<file path="config.mk">
export PLATFORM = sky130hd
export DESIGN_NAME = syscall_console_queue
export DESIGN_NICKNAME = d
export VERILOG_FILES = /design/src/rtl/syscall_console_queue_pkg.sv /design/src/rtl/sync_fifo.sv /design/src/rtl/syscall_console_queue.sv
export SDC_FILE = /design/constraint.sdc
export NUM_CORES = 1
export LEC_CHECK = 0
export CAP_MARGIN = 20
export CORE_UTILIZATION = 53
export CTS_BUF_LIST = sky130_fd_sc_hd__clkbuf_8
export DETAILED_ROUTE_END_ITERATION = 10
export PLACE_DENSITY_LB_ADDON = 0.3
export SETUP_SLACK_MARGIN = 0.3
export SLEW_MARGIN = 20
export SYNTH_ARGS = -nofsm -noshare
export SYNTH_HDL_FRONTEND = slang
export SYNTH_SLANG_ARGS = --single-unit
</file>
<file path="constraint.sdc">
create_clock -name clk -period 5 [get_ports clk]
set_input_delay 0.5 -clock clk [delete_from_list [all_inputs] [get_ports clk]]
set_output_delay 0.5 -clock clk [all_outputs]
set_load 0.02 [all_outputs]
</file>
<file path="src/rtl/syscall_console_queue_pkg.sv">
// Package: syscall_pkg
// Purpose: shared constants and state encoding for the syscall console queue.
//   SYSCALL_PRINT_INT / SYSCALL_EXIT are the full 32-bit $v0 codes handled by
//   the back-end; every other code is reported as unknown.
package syscall_pkg;

  localparam logic [31:0] SYSCALL_PRINT_INT = 32'd1;
  localparam logic [31:0] SYSCALL_EXIT      = 32'd10;

  typedef enum logic [1:0] {
    RUN    = 2'd0,
    DRAIN  = 2'd1,
    HALTED = 2'd2
  } queueState_t;

endpackage

</file>
<file path="src/rtl/sync_fifo.sv">
// Module: sync_fifo
// Purpose: single-clock FIFO with registered pointers and an occupancy count.
//   The head entry is presented combinationally and reads as zero when empty.
// Ports:
//   clk, reset       system clock, synchronous active-high reset
//   push, pushData   write request and data (ignored when full)
//   pop              read request (ignored when empty)
//   full, empty      occupancy flags
//   count            entries held, 0..DEPTH
//   head             oldest entry, 0 when empty
module sync_fifo #(
  parameter int DEPTH  = 8,
  parameter int DATA_W = 32
) (
  input  logic                     clk,
  input  logic                     reset,
  input  logic                     push,
  input  logic [DATA_W-1:0]        pushData,
  input  logic                     pop,
  output logic                     full,
  output logic                     empty,
  output logic [$clog2(DEPTH):0]   count,
  output logic [DATA_W-1:0]        head
);

  localparam int PTR_W = $clog2(DEPTH);

  logic [DATA_W-1:0] mem [DEPTH];
  logic [PTR_W-1:0]  rdPtr;
  logic [PTR_W-1:0]  wrPtr;
  logic              doPush;
  logic              doPop;

  assign full   = (count == (PTR_W+1)'(DEPTH));
  assign empty  = (count == '0);
  assign doPush = push & ~full;
  assign doPop  = pop & ~empty;
  assign head   = empty ? '0 : mem[rdPtr];

  // Pointers wrap naturally because DEPTH is a power of two.
  always_ff @(posedge clk) begin
    if (reset) begin
      rdPtr <= '0;
      wrPtr <= '0;
      count <= '0;
    end else begin
      if (doPush) wrPtr <= wrPtr + 1'b1;
      if (doPop)  rdPtr <= rdPtr + 1'b1;
      unique case ({doPush, doPop})
        2'b10:   count <= count + 1'b1;
        2'b01:   count <= count - 1'b1;
        default: count <= count;
      endcase
    end
  end

  // NOTE: storage is deliberately left out of reset; the count gates every
  // read, so stale contents are never visible and the array can map to RAM.
  always_ff @(posedge clk) begin
    if (doPush) mem[wrPtr] <= pushData;
  end

endmodule

</file>
<file path="src/rtl/syscall_console_queue.sv">
// Module: syscall_console_queue
// Purpose: buffered syscall back-end. Print-integer requests (v0==1) queue a0
//   for the console; exit (v0==10) stalls the core, drains the queue and then
//   raises a sticky halt. Unsupported codes give a one-cycle err_unknown pulse.
// Ports:
//   clk, reset             system clock, synchronous active-high reset
//   syscall_en, v0, a0     syscall request from the execute stage
//   stall                  hold the current instruction (combinational)
//   out_valid, out_data    FIFO head towards the console
//   out_ready              console accepts out_data this cycle
//   halt                   program finished and queue empty (sticky)
//   err_unknown            one-cycle pulse for an unsupported v0 code
module syscall_console_queue
  import syscall_pkg::*;
#(
  parameter int DEPTH  = 8,
  parameter int DATA_W = 32
) (
  input  logic              clk,
  input  logic              reset,
  input  logic              syscall_en,
  input  logic [31:0]       v0,
  input  logic [DATA_W-1:0] a0,
  output logic              stall,
  output logic              out_valid,
  output logic [DATA_W-1:0] out_data,
  input  logic              out_ready,
  output logic              halt,
  output logic              err_unknown
);

  queueState_t               state;
  queueState_t               nextState;
  logic                      pushReq;
  logic                      popReq;
  logic                      errNext;
  logic                      fifoFull;
  logic                      fifoEmpty;
  logic [$clog2(DEPTH):0]    fifoCount;

  sync_fifo #(
    .DEPTH  (DEPTH),
    .DATA_W (DATA_W)
  ) u_fifo (
    .clk      (clk),
    .reset    (reset),
    .push     (pushReq),
    .pushData (a0),
    .pop      (popReq),
    .full     (fifoFull),
    .empty    (fifoEmpty),
    .count    (fifoCount),
    .head     (out_data)
  );

  assign out_valid = ~fifoEmpty;
  // The console may drain in any state, including while halted.
  assign popReq    = out_valid & out_ready;

  // NOTE: every output of this block gets a default first so no path through
  // the case statement can leave one unassigned and infer a latch.
  always_comb begin
    nextState = state;
    stall     = (state != RUN);
    pushReq   = 1'b0;
    errNext   = 1'b0;
    unique case (state)
      RUN: begin
        if (syscall_en) begin
          if (v0 == SYSCALL_PRINT_INT) begin
            // Full is judged before this edge's pop, so a simultaneous pop
            // frees space only for the re-presented request next cycle.
            if (fifoFull) stall   = 1'b1;
            else          pushReq = 1'b1;
          end else if (v0 == SYSCALL_EXIT) begin
            nextState = DRAIN;
          end else begin
            errNext = 1'b1;
          end
        end
      end
      DRAIN:   if (fifoCount == '0) nextState = HALTED;
      HALTED:  nextState = HALTED;
      default: nextState = RUN;
    endcase
  end

  // NOTE: sequential state uses non-blocking assignments so every flop
  // samples pre-edge values regardless of block ordering.
  always_ff @(posedge clk) begin
    if (reset) begin
      state       <= RUN;
      halt        <= 1'b0;
      err_unknown <= 1'b0;
    end else begin
      state       <= nextState;
      halt        <= (nextState == HALTED);
      err_unknown <= errNext;
    end
  end

endmodule
</file>
# Word-level counts from Yosys, hierarchy flattened
# Memories as Yosys holds them, arrays and structs flattened. A register that Yosys moved wholly into a read port is not among the register bits.
# Index checks and enable logic that the tools add are counted.
[word_totals]
reg_bits = 14
mem_bits_rw = 256
input_bits = 68
out_inout_bits = 36
word_cells = 51
n_memories = 1
[memory_table]
columns = ["name", "depth", "word_bits", "rd", "rd_ports_with_merged_regs", "wr", "line", "rtl"]
rows = [
  ["u_fifo.mem", 8, 32, 1, 1, 1, "sync_fifo.sv:28", "logic [DATA_W-1:0] mem [DEPTH];"],
]
[classes]
addsub = 4
n_eq_ne = 8
muxes = 20
bitwise = 7
n_reduce_logical = 5
[op_table]
columns = ["op", "count"]
rows = [
  ["$eq 32x1->1 const B", 1],
  ["$eq 32x4->1 const B", 1],
  ["$mux 32", 1],
  ["$mux 1", 11],
  ["$mux 2", 4],
  ["$pmux 4 s2", 1],
  ["$add 3x1->3 const B", 2],
  ["$eq 2x2->1 const B", 3],
  ["$mux 3", 2],
  ["$pmux 2 s3", 1],
  ["$add 4x1->4 const B", 1],
  ["$eq 2x1->1 const B", 2],
  ["$eq 4x4->1 const B", 1],
  ["$logic_not 4->1", 1],
  ["$not 1->1", 4],
  ["$reduce_bool 2->1", 2],
  ["$reduce_or 4->1", 1],
  ["$sub 4x1->4 const B", 1],
  ["$and 1x1->1", 3],
  ["$logic_not 2->1", 1],
]

# Longest topological paths before layout
[depth]
ltp_word = 8
ltp_mapped = 12
mapped_depth_nobuf = 10

# By module
# Synthesis repeated with hierarchy kept, for this count alone.
[unflattened]
hier_cells = 515
hier_area_um2 = 10661.5
[by_module_without_submodules]
columns = ["mod", "instances", "cells_each", "area_each_um2", "seq_area_each_um2"]
rows = [
  ["sync_fifo", 1, 480, 10377.5, 7947.6],
  ["syscall_console_queue", 1, 35, 284.0, 80.1],
]

# Worst setup path after synthesis
# OpenSTA, ideal clock, no wires.
[synth_timing]
kind = "in2reg"
start = "input port v0[24]"
end = "memory u_fifo.mem[2][0], enable pin"
setup_time_ns = 0.513
arrival_time_ns = 4.676
required_ns = 4.487
path_slack_ns = -0.189
path_stages = 4
path_buffers = 0
cell_sequence = "nor4_1 -> and4_1 -> nand3_2 -> nor4b_1"
[synth_via]
elab_chain_cells = 7
[synth_rtl]
columns = ["element", "line", "rtl"]
rows = [
  ["start: declaration", "syscall_console_queue.sv:22", "input logic [31:0] v0,"],
  ["$eq 32x1->1", "syscall_console_queue.sv:70", "if (v0 == SYSCALL_PRINT_INT) begin"],
  ["$mux 1", "syscall_console_queue.sv:70", ""],
  ["$mux 1", "syscall_console_queue.sv:69", "if (syscall_en) begin"],
  ["$mux 1", "syscall_console_queue.sv:67", "unique case (state)"],
  ["$and 1x1->1", "sync_fifo.sv:36", "assign doPush = push & ~full;"],
  ["$mux 1", "sync_fifo.sv:60", "if (doPush) mem[wrPtr] <= pushData;"],
  ["$mux 1 (not written as such)", "sync_fifo.sv:60", ""],
  ["end: declaration", "sync_fifo.sv:28", ""],
]
# No other way between the ends.

==> metrics.csv <==
metric,value,unit
status,"complete, no violations",
peakVddDrop,0.251,mV
area_delta_synth_final,20.4,%
hold_class,register to register,
fin_crit,3690,ps
cp.required,4500,ps
slowest_stage,dfxtp_4,
slew-limit-headroom,0.444,
ios,104,
topRoutingLayerUsed,met4,
postCtsSetupBuffers,0,
synth_edf_count,256,
worstHoldStart,u_fifo.rdPtr[2]$_SDFFE_PP0P_,
hold_viol,0,
htreeDepth,2,
drcViolationCount,0,
slowest_delay,890,ps
fin_crit_sh,0.737,
io_buffers,103,
wl_met3,1180,µm
avgSynthCellArea,20.6,µm²
hpwl,11700,µm
power_density,327,nW/µm²
max_freq,0.271,GHz
synth-warning-count,0,
num_antenna_cells,0,
startpoint_type,register,
worstMarginPinSlew,833,ps
grt_pass1_wl,31900,µm
cts_tree,yes,
synth_area_leaders,"edfxtp_1 (72%), mux4_2 (14%), dfxtp_1 (3.2%)",
drt-total-wl,20400,µm
cp_top_family,buffers and inverters,
synth-seq-cells,273,
viasPerCell,5.69,
clock-sinks,273,
post-synth-top-count-cell,edfxtp_1,
yosysTopAreaCellShare,0.722,
power.total,0.00419,W
final_cells,951,
fillers,1309,
path_cells,buf_4 -> mux4_2 -> mux2i_1 -> nor2_1 -> clkdlybuf4s50_1,
drive_gt1_frac,0.222,
die_x,144,µm
crit_fanout,41,
globalplace.congestion,0.772,
core_area,19600,µm²
clkLatencyLatePin,540,ps
leakage,3.96,nW
root_buffer,clkbuf_8,
dr.first_iter.drc_count,363,
reg2reg_to,u_fifo.count[2]$_SDFFE_PP0P_,
cp.buffers_inverters,2,
grt_pass1_vias,5750,
syn_inst,517,
worstHoldPathCells,2,
slew_viol_final,0,
grt_max_degree,42,
cts_hold_buffers,0,
vias,5413,
cts_made_buffers,42,
synth_commonest_cells,"edfxtp_1 (256), mux4_2 (64), nor2_1 (45)",
clockBufferDepth,3,
die-area,20700,µm²
wl_per_cell,21.4,µm
async_reset_ff_frac,0,
reg2reg_slack,2220,ps
postCtsResizedCells,0,
wl_met1,8730,µm
overflow,0,
initial_core_util,0.544,
ff2ff_path_depth,10,
synthDistinctLibCells,39,
crit_arrival,3190,ps
fin_skew,16.9,ps
setup_ws,1310,ps
fin_util,0.655,
max_cap_violations,0,
fin_area,12800,µm²
antenna_found_initial,0,
synth_area_leader_cell,edfxtp_1,
fp.dieH,144,µm
critPathKind,register to output pin,
seq_area_frac_synth,0.754,
grtUsageTotal,0.212,
r2r_start,u_fifo.count[0]$_SDFFE_PP0P_,
clk_pin_slew,50,ps
finalSetupViolCount,0,
placed_cell_area,12100,µm²
synth_nets,590,
post-place-cells,877,
nets,729,
netlist_area,10700,µm²
worst_setup_path_end_kind,output pin,
rsz0062_at_grt,false,
ant_nets,0,
yosys_most_used_dff,edfxtp_1,
post-place-ws,1610,ps
dr.pass1.iters,5,
wl_met2,10200,µm
row_count,51,
metrics by stage:
stage	hold WS (ps)	setup TNS, ps
CTS	531	0
global route	558	0
finish	528	0
global placement	509	0
detailed placement	513	0
floorplan	485	-22700
layer usage:
metal / vias up / GRT usage
met5: - / 0
met4: 0 / 0.0638
met3: 28 / 0.0427
met2: 164 / 0.347
met1: 2810 / 0.290
li1: 2411 / -
worst register-to-register path: stages, from the launching register on:
cell and delay (ps):
dfxtp_1 390, or4b_4 590, and3_4 190, nand3_2 220
ha_1 310, xor2_1 170, ha_1 170, a21oi_1 50
xor2_1 160, or3_1 320, a21oi_1 130
power by group:
group / internal (W) / total (W) / switching [W]
registers: 0.00250 / 0.00250 / 0.000000133
clock network: 0.000802 / 0.00161 / 0.000809
logic: 0.0000492 / 0.0000855 / 0.0000363
total: 0.00335 / 0.00419 / 0.000846
cells by family (layout without fill, tap and decap cells):
group,count (synthesis),in the layout,synth area share
DFF,273,273,0.754
and+or+nand+nor,92,92,0.0478
muxes,100,100,0.170
adders and majority gates,5,5,0.00587
xor gates and xnor gates,5,5,0.00411
AOI/OAI and AO/OA,14,14,0.00740
buffers and inverters,28,197,0.0114
area by class of cell:
cell class	count	area, µm²	share of cell area
flip-flops and latches	273	8030	0.626
multi-input cells	216	2550	0.199
repair buffers	121	1180	0.0919
clock buffers	43	592	0.0461
well taps	265	332	0.0259
clock inverters	31	133	0.0103
inverters	2	7.51	0.000585
sequential cells by signal, summed over array words and instances (netlist names), named ones only:
register / flops
state: 2
u_fifo.wrPtr: 3
u_fifo.rdPtr: 3
u_fifo.count: 4
err_unknown: 1
halt: 1
u_fifo.mem: 256
layout by cell type (no fill, tap or decap), drive strengths merged, types with 2 or more instances in the layout:
master / count
nand4: 3
nor2: 45
mux2: 2
clkbuf: 43
edfxtp: 256
o31ai: 2
nor4: 9
clkinv: 20
nor3b: 4
dfxtp: 17
o21ai: 3
ha: 5
a21oi: 8
nand2: 3
clkdlybuf4s50: 103
inv: 13
mux2i: 34
mux4: 64
nor4b: 4
nor2b: 5
buf: 18
nor3: 4
nand3: 4
or3: 2
xor2: 4
and4: 3
worst max-delay path by stage:
| stage | startpoint | end | slack (ps) | depth (start not counted) |
|---|---|---|---|---|
| 6_report | register | out_data[6] | 1310 | 5 |
| 4_1_cts | register | out_data[6] | 1180 | 5 |
| 3_5_place_dp | v0[9] | u_fifo.count[2]$_SDFFE_PP0P_ | 1610 | 11 |
| 3_3_place_gp | v0[0] | u_fifo.count[2]$_SDFFE_PP0P_ | 1730 | 11 |
| 2_1_floorplan | v0[24] | u_fifo.mem[2][0]$_DFFE_PP_ | -190 | 4 |
| 5_1_grt | register | out_data[6] | 1050 | 5 |
No activity file was read; power rests on OpenSTA's default activity.
==> edit 1: new RTL, same settings <==
Re-encode `queueState_t` (3 states) as one-hot, 3 bits wide.
--- a/src/rtl/syscall_console_queue_pkg.sv
+++ b/src/rtl/syscall_console_queue_pkg.sv
@@ -9,6 +9,6 @@
 
-  typedef enum logic [1:0] {
-    RUN    = 2'd0,
-    DRAIN  = 2'd1,
-    HALTED = 2'd2
+  typedef enum logic [2:0] {
+    RUN    = 3'b001,
+    DRAIN  = 3'b010,
+    HALTED = 3'b100
   } queueState_t;
Function: same outputs for any inputs over 4 cycles, from zero or initial values and one cycle with reset high; so few cycles prove little.
==> edit 1 against the original RTL <==
- cell count grew 0.53%
- power grew 0.27%
- critical path type unchanged
- area after synthesis grew 1.5%
- setup slack lost 0.030 ns
- routed wire length grew 2.3%
- via count is essentially flat
- sequential cell count grew 1
- hold slack lost 0.0079 ns
- clock skew shrank 0.0085 ns
- largest power group unchanged
- cell area grew 0.79%
==> edit 1: results (changes against the original RTL) <==
GRT Util Overall: 21.3% (was 21.2%)
CTS Buf Count: 43 (was 42)
DRT iter0 DRCs: 310 (was 363)
Worst Clk Skew: 0.00840 ns (was 0.0169 ns)
Pleak: 4.03 nW (was 3.96 nW)
placer congestion estimate: 0.758 (was 0.772)
clkbuf count: 44 (was 43)
placed inst area: 12200 sq um (was 12100 sq um)
fill count: 1299 (was 1309)
number of global-route vias before repair: 5965 (was 5750)
Arr. time, crit path: 3.22 ns (was 3.19 ns)
Synth area leaders: edfxtp_1 (71%), mux4_2 (13%), dfxtp_1 (3.3%) (was edfxtp_1 (72%), mux4_2 (14%), dfxtp_1 (3.2%))
most common library cells after synthesis: edfxtp_1 (256), mux4_2 (64), nor2_1 (47) (was edfxtp_1 (256), mux4_2 (64), nor2_1 (45))
Non-clk bufs: 118 (was 121)
status: completed (unchanged)
inverter count: 5 (was 2)
Routed WL per cell: 21.8 um (was 21.4 um)
Syn Inst Count: 524 (was 517)
pre-CTS setup slack: 1.55 ns (was 1.61 ns)
Worst R2R Path Depth: 11 (was 10)
layout cells sized above 1: 22.1% (was 22.2%)
Hold Slack: 0.520 ns (was 0.528 ns)
Die Wd: 145 um (was 144 um)
sequential cell area: 8050 sq um (was 8030 sq um)
dpl hpwl: 12.3 mm (was 11.7 mm)
reg-to-reg critical path startpoint: u_fifo.count[1] (was u_fifo.count[0])
number of multi-input logic gates: 220 (was 216)
edit 1: changes by cell type after synthesis, moves of 3 or more:
cell	delta
a21oi_1	-5
buf_2	-4
buf_4	+6
clkbuf_1	-4
inv_1	+3
mux2_1	+3
nand2b_1	+4
nor4_1	-3
nor4_2	+4
nor4_4	+3
nor4b_1	-4
edit 1: worst register-to-register path: stages (launching register included):
cell and delay [ns]:
dfxtp_1 0.41, nor4_4 0.30, buf_4 0.33, inv_2 0.10, and2_1 0.25, ha_1 0.30
xor2_1 0.17, ha_1 0.19, a21oi_1 0.15, xor2_1 0.11, or3_1 0.33, a21oi_1 0.16
edit 1: per-layer routing:
layer	global-route usage, %	wire length, um	part of all wire (%)	vias to the layer above
li1	-	-	-	2423
met1	25.4	8070	39	2796
met2	38.3	11200	54	160
met3	4.51	1120	5.4	39
met4	7.15	443	2.1	0
met5	0	0	0	-
edit 1: how the worst max path moves through the flow:
stage                     slack [ns]     start                to
after floorplan                 0.02    v0[24]  u_fifo.mem[6][0]
after global placement          1.71    v0[31]   u_fifo.count[2]
after detailed placement        1.55    v0[31]   u_fifo.count[2]
after CTS                       1.16  register      out_data[15]
after global routing            1.02  register      out_data[10]
final                           1.28  register      out_data[15]
edit 1: cells by family (layout without fill, tap and decap cells):
kind of cell	after synthesis	count (layout)	synth area share, %
DFF	274	274	74.4
adders and majority gates	5	5	0.579
buffers and inverters	30	197	1.35
xor gates and xnor gates	5	5	0.405
and+or+nand+nor	98	98	5.80
AOI/OAI and AO/OA	10	10	0.555
muxes	102	102	16.9
edit 1: where the power goes:
| group | internal [mW] | total [mW] | switching [mW] |
|---|---|---|---|
| sequential | 2.50 | 2.50 | 0.000158 |
| combinational | 0.0506 | 0.0905 | 0.0399 |
| clock | 0.814 | 1.61 | 0.795 |
==> edit 2: new RTL, same settings <==
Without the edit above. `DEPTH` is set to 8 in 2 places; all go to 4.
--- a/src/rtl/sync_fifo.sv
+++ b/src/rtl/sync_fifo.sv
@@ -11,3 +11,3 @@
 module sync_fifo #(
-  parameter int DEPTH  = 8,
+  parameter int DEPTH  = 4,
   parameter int DATA_W = 32
--- a/src/rtl/syscall_console_queue.sv
+++ b/src/rtl/syscall_console_queue.sv
@@ -15,3 +15,3 @@
 #(
-  parameter int DEPTH  = 8,
+  parameter int DEPTH  = 4,
   parameter int DATA_W = 32
Behaviour: not the same (Yosys sat finds a counterexample within 10 cycles, from zero or initial values and one cycle with reset high).
==> edit 2 against the original RTL <==
- sequential cell count decreased by 132
- area after synthesis decreased by 48%
- first-iteration DRC count decreased by 73%
- global-route usage decreased by 1.5 points
- power down 44%
- hold slack got worse by 0.026 ns
- core utilization grew 4.6 points
- cell area shrank 44%
- setup slack better by 0.21 ns
- routed wire length is 52% lower
- non-clock buffer count shrank 17
- cell count decreased by 42%
- combinational power shrank 13%
- critical endpoint unchanged
- largest cell class unchanged
- largest power group unchanged
==> edit 2: results (changes against the original RTL) <==
status: completed (unchanged)
XOR/XNOR Fraction of Synth Area: 0.627% (was 0.411%)
GRT Util Overall: 19.7% (was 21.2%)
HP Start: u_fifo.count[2] (was u_fifo.rdPtr[2])
Largest regs: u_fifo.mem x128, u_fifo.count x3 (was u_fifo.mem x256, u_fifo.count x4)
Cell variety after synth: 37 (was 39)
Synth Net Count: 361 (was 590)
Avg Cell Area, Syn: 19.5 sq um (was 20.6 sq um)
H-tree depth: 4 (was 2)
Seq/Total Area, Yosys: 73.4% (was 75.4%)
maximum vdd drop: 0.000218 V (was 0.000251 V)
Clock Tree Buf Depth: 2 (was 3)
Inst Count DP: 515 (was 877)
Synth area leaders: edfxtp_1 (69%), mux4_2 (13%), dfxtp_1 (4.7%) (was edfxtp_1 (72%), mux4_2 (14%), dfxtp_1 (3.2%))
number of global-route vias before repair: 3134 (was 5750)
adder-cell share of the synthesized area: 1.48% (was 0.587%)
Final #Nets: 472 (was 729)
reg-to-reg critical path startpoint: u_fifo.count[1] (was u_fifo.count[0])
layout cells sized above 1: 19.2% (was 22.2%)
largest net degree at the start of global routing: 38 (was 42)
Period Utilization, post-route: 69.5% (was 73.7%)
multiplexer share of the synthesized area: 12.9% (was 17.0%)
Arr. time, crit path: 2.97 ns (was 3.19 ns)
reg2reg setup slack: 2.50 ns (was 2.22 ns)
Pleak: 2.30 nW (was 3.96 nW)
worst-path maximum fanout: 22 (was 41)
crit path max-delay cell type: dfxtp_2 (was dfxtp_4)
Compound-Gate Fraction of Synth Area: 1.30% (was 0.740%)
first-pass GRT wire length: 15.8 mm (was 31.9 mm)
DRT Pass-1 Iters: 4 (was 5)
placer congestion estimate: 0.702 (was 0.772)
routed vias: 3025 (was 5413)
Post-synth EDFFs: 128 (was 256)
Total Wirelength: 9.85 mm (was 20.4 mm)
most common library cells after synthesis: edfxtp_1 (128), and2_1 (37), mux4_2 (32) (was edfxtp_1 (256), mux4_2 (64), nor2_1 (45))
Reg clk slew, reported paths: 0.07 ns (was 0.05 ns)
DRT iter0 DRCs: 98 (was 363)
==> edit 2: report_power, final <==
part	switching [mW]	internal [mW]	leakage, nW
Sequential	0.0000906	1.28	1.26
Clock	0.416	0.593	0.226
Combinational	0.0245	0.0498	0.815
==> edit 2: cell families after synthesis <==
logic type | count (synthesis)
xor+xnor | 4
fa+ha+maj | 6
flops | 141
compound gates | 11
mux | 32
buf+inv | 18
simple gates | 75
==> edit 2: worst max path at each step <==
stage / cells after the start / startpoint / to
finish: 4 / register / out_data[6]
global route: 4 / register / out_data[6]
floorplan: 4 / v0[1] / u_fifo.mem[0][0]
CTS: 4 / register / out_data[6]
global placement: 5 / v0[0] / u_fifo.mem[3][5]
detailed placement: 5 / v0[0] / u_fifo.mem[0][5]
==> edit 2: final cells by class <==
cell class,count,area (sq um)
fillers,650,3080
well taps,136,170
inverters,6,22.5
clock buffers,17,234
clock inverters,15,220
multi-input cells,128,1410
repair buffers,104,1040
flip-flops and latches,141,4110
==> edit 2: per-stage QoR <==
stage / instance area (sq um) / hold WS (ns) / total power [mW] / setup slack, ns
floorplan: 5590 / 0.461 / 1.32 / 2.32
global placement: 6750 / 0.477 / 1.38 / 1.91
detailed placement: 6750 / 0.487 / 1.38 / 1.81
CTS: 7200 / 0.497 / 2.38 / 1.42
global route: 7200 / 0.545 / 2.43 / 1.33
finish: 7200 / 0.502 / 2.37 / 1.53
==> edit 2: per-layer routing <==
metal	track usage, %	wire length, um
met5	0	0
met1	24.7	3930
met4	8.95	199
met3	5.12	658
met2	32.5	5060
==> edit 2: worst register-to-register path, stage by stage, from the launching register on <==
cell     delay, ns
dfxtp_1       0.34
or3_2         0.79
and2_1        0.32
ha_1          0.22
inv_1         0.07
fa_1          0.17
xor2_1        0.07
or3_1         0.31
a21oi_1       0.14
